**src/rtl/past_history.sv**
```systemverilog
// Per-channel enabled history shift register; past is the value DEPTH samples ago.
module past_history #(
   parameter int unsigned WIDTH = 8,
   parameter int unsigned DEPTH = 1
) (
   input  logic             clk,
   input  logic             rst,
   input  logic             en,
   input  logic [WIDTH-1:0] val,
   output logic [WIDTH-1:0] past
);

   logic [WIDTH-1:0] hist [DEPTH];

   // Zeroed history matches the $past default before warm-up completes.
   always_ff @(posedge clk) begin
      if (rst) begin
         for (int k = 0; k < int'(DEPTH); k++) begin
            hist[k] <= '0;
         end
      end else if (en) begin
         hist[0] <= val;
         for (int k = 1; k < int'(DEPTH); k++) begin
            hist[k] <= hist[k-1];
         end
      end
   end

   assign past = hist[DEPTH-1];

endmodule

```
**config.mk**
```make
export PLATFORM = sky130hd
export DESIGN_NAME = past_history
export DESIGN_NICKNAME = d
export VERILOG_FILES = /design/src/rtl/past_history.sv
export SDC_FILE = /design/constraint.sdc
export NUM_CORES = 1
export LEC_CHECK = 0
export BUFFER_PORTS_ARGS = -buffer_cell sky130_fd_sc_hd__buf_2
export CORE_AREA = 5 5 42 44
export CTS_CLUSTER_SIZE = 28
export DETAILED_ROUTE_END_ITERATION = 7
export DIE_AREA = 0 0 47 49
export PLACE_DENSITY = 0.54
export SYNTH_ARGS = -nofsm -noshare
export SYNTH_HDL_FRONTEND = slang
export SYNTH_SLANG_ARGS = --single-unit
```
**constraint.sdc**
```tcl
create_clock -name clk -period 0.8 [get_ports clk]
set_input_delay 0.04 -clock clk [delete_from_list [all_inputs] [get_ports clk]]
set_output_delay 0.04 -clock clk [all_outputs]
set_load 0.005 [all_outputs]
```
# After elaboration in Yosys (flattened, before gate mapping)
# Memory sizes are Yosys's and may differ from the RTL's.
# Cells that the tools add are included.
# totals
ramBits	8
latch_bits	0
mem_bits_ro	0
regBits	0
memories	1
# memory_table
name	words	word_bits	read_ports	rd_ports_with_merged_regs	wr	line_no	rtl
hist	1	8	1	0	1	13	logic [WIDTH-1:0] hist [DEPTH];
# op_classes
eq_ne	0
div	0
multipliers	0
mux	7
bitwise	0
reduce_logical	1
shifts	0
magnitude_cmp	0
addsub	0
# op_table
cell	n
$mux 8	1
$reduce_or 8->1	1
$mux 1	6

# Logic depth before layout (Yosys ltp)
# logic_depth
word_depth	5
mapped_depth	1
depth_no_buf	1

# Worst setup path before layout
# No wires, ideal clock.
# synth_timing
path_type	input -> register
from	in en
to	mem hist[0][0] (enable)
required_time_ns	0.517
cell_stages	1
path_slack_ns	0.165
path_buffers	0
t_arrival_ns	0.352
cell_sequence	or2_1
# synth_via
elab_chain_cells	5
# synth_lines
element	line_no	rtl
start, declared	8	input logic en,
$mux 1 (*)	21	end else if (en) begin
$mux 1 (*)	17	if (rst) begin
$mux 1 (not written as such) (*)	22	hist[0] <= val;
$reduce_or 8->1 (no source line)	n/a	
$mux 1 (no source line) (*)	n/a	
end, declared	13	
# Mark *: on every way between the ends. The rest lies on a longest branch, timed or not.

# Worst setup path after layout
# layout_timing
from	mem hist[0][2]
to	out past[2]
# layout_via
elab_chain_cells	1
# layout_lines
element	line_no	rtl
$mem_v2 1x8	n/a	
end, declared	10	output logic [WIDTH-1:0] past
# Every way passes these cells.

==> qor.txt <==
================================================================================
Total Routed Length ...............................................       621 um
Number of violations of the max-capacitance limit .................            0
Min-delay src .....................................................       val[0]
Register share of total power .....................................        56.6%
CORE AREA .........................................................     1400 um2
Number of synthesized register bits ...............................            8
Top Registers .....................................................      hist x8
Final Hold Vio Count ..............................................            0
Power density over the cells ......................................  1920 nW/um2
Area enclosed by the die boundary .................................     2300 um2
Fin util ..........................................................        33.1%
Syn_nets ..........................................................           28
Buffers added on ports ............................................           18
Post-route insts no fill ..........................................           56
Kind of launch point of the worst setup path ......................    flip-flop
Fraction of layout instances using a drive strength above 1 .......        57.5%
Most frequent cells in the layout ................................. 18 x buf_2, 8 x and3b_1, 8 x edfxtp_1
Delay of the slowest cell on the worst path .......................      0.36 ns
Clock tree from TritonCTS .........................................          yes
Worst hold path class .............................................       in2reg
Switching part of the total power .................................        18.6%
Setup-failing EPs final ...........................................            0
Number of nets with antenna violations after routing ..............            0
NetSw .............................................................       166 uW
CP max FO .........................................................            1
Number of post-CTS setup repair buffers ...........................            0
Number of flip-flops in the largest register ......................            8
Slowest cell on the critical path .................................     edfxtp_1
Number of hold buffers added after cts ............................            0
Syn Area/Cell .....................................................     18.6 um2
Unrepaired setup endpoints after global routing ...................         true
Hold depth ........................................................            2
Average wire per cell in the routed design ........................      11.1 um
Most common library cell in the layout ignoring fill and taps .....        buf_2
Initial Util ......................................................        22.6%
Layout area overhead ..............................................        46.6%
Part of the power in the clock network ............................        32.3%
Maximum vdd drop ..................................................   0.000614 V
Clock root buffer .................................................     clkbuf_4
Die height ........................................................        49 um
Worst slew margin .................................................        79.0%
Nets@finish .......................................................           53
Post-CTS resize count .............................................            0
Critical path data arrival time ...................................      0.74 ns
Via Count .........................................................          250
Top-level port count ..............................................           19
# diodes ..........................................................            0
P_int .............................................................       726 uW
Number of library cell types mapped by synthesis ..................            3
Clock-pin slew on the worst setup and hold paths ..................      0.05 ns
Die Wd ............................................................        47 um
Number of antenna violations at the first check in global routing .            0
Leakage power of the design .......................................     0.244 nW
Average via count per standard cell ...............................         4.46
Number of cells after detailed placement ..........................           53
Total routing resource utilization after global routing ...........        6.57%
Result of the run ................................................. finished clean
Number of buffer and inverter stages on the critical path .........            1
Period minus WS final .............................................     0.779 ns
Largest Register ..................................................         hist
Count of H-tree levels built during CTS ...........................            1
Synthesis warning total ...........................................            0
Sinks on Clock Net ................................................            8
Chain of cells forming the critical path ..........................        buf_2
Wire length of the first global-routing pass ......................       945 um
Largest net degree at the start of global routing .................            9
Number of buffers created by CTS ..................................            3
Slew at the pin closest to its max-slew limit .....................     0.315 ns
DRC violation count after routing .................................            0
Hold path endpoint ................................................   hist[0][0]
Placer Congestion .................................................        0.638
Max-slew violations ...............................................            0
Syn Std Cell Area .................................................      317 um2
Standard-cell rows ................................................           14
Share of the cycle needed by the critical path after routing ......        97.4%
Number of global-route vias before repair .........................          244
Kind of critical path .............................................      reg2out
Total overflow reported by the global router ......................            0
Part of the total power dissipated in combinational logic .........        11.0%
Post-synthesis cell count .........................................           17
Detailed Route Iter0 Violations ...................................            5
Required time at the endpoint of the critical path ................      0.76 ns
Maximum frequency from static timing analysis .....................     1280 MHz
Fraction of the yosys area taken by sequential cells ..............        75.9%
Cell family contributing the most delay on the critical path ......   flip-flops
Kind of end point of the critical path ............................ primary output
Number of iterations in the first detailed-routing pass ...........            4
Number of buffers on the longest clock path .......................            2
================================================================================
-- synth_stat cells (all sizes together) --
library cell  instances  area share, %
and3b                 8             22
edfxtp                8             76
or2                   1            2.0
-- how the worst max path moves through the flow --
| stage | cells after the start | slack (ns) | from | end |
|---|---|---|---|---|
| 6_report | 1 | 0.02 | hist[0][2] | past[2] |
| 2_1_floorplan | 1 | 0.16 | en | hist[0][0] |
| 5_1_grt | 1 | -0.02 | hist[0][6] | past[6] |
| 3_3_place_gp | 2 | 0.03 | en | hist[0][3] |
| 3_5_place_dp | 2 | 0.02 | en | hist[0][3] |
| 4_1_cts | 1 | 0.01 | hist[0][6] | past[6] |
-- power groups by stage --
stage          Clock [mW]  Sequential, mW  Combinational, mW
2_1_floorplan           0           0.520             0.0212
4_1_cts             0.291           0.506              0.100
6_report            0.288           0.505             0.0983
3_3_place_gp            0           0.512             0.0966
5_1_grt             0.337           0.507              0.108
3_5_place_dp            0           0.514              0.100
-- per-stage QoR --
| stage | TNS, ns | hold WS [ns] | instance area, um2 | power (mW) | worst slack [ns] |
|---|---|---|---|---|---|
| 5_1_grt | -0.0599 | 0.111 | 464 | 0.952 | -0.0169 |
| 4_1_cts | 0 | 0.104 | 464 | 0.897 | 0.0124 |
| 3_3_place_gp | 0 | 0.352 | 442 | 0.609 | 0.0285 |
| 6_report | 0 | 0.108 | 464 | 0.892 | 0.0207 |
| 2_1_floorplan | 0 | 0.273 | 317 | 0.541 | 0.165 |
| 3_5_place_dp | 0 | 0.358 | 442 | 0.614 | 0.0183 |
-- area by class of cell --
| cell class | instances | area (um2) |
|---|---|---|
| Sequential cell | 8 | 240 |
| Fill cell | 151 | 937 |
| Clock buffer | 3 | 22.5 |
| Tap cell | 16 | 20.0 |
| Timing Repair Buffer | 20 | 105 |
| Multi-Input combinational cell | 9 | 76.3 |
-- per-layer routing --
metal / GRT usage, % / part of all wire (%) / up-vias
li1: - / - / 113
met1: 4.13 / 23 / 121
met2: 10.2 / 57 / 12
met3: 2.95 / 13 / 4
met4: 9.68 / 6.8 / 0
met5: 0 / 0 / -
-- cells by family after synthesis --
kind of cell,Yosys count,synth area share [%]
flip-flops,8,75.9
AND/OR/NAND/NOR,9,24.1
No activity file was read; power rests on OpenSTA's default activity.
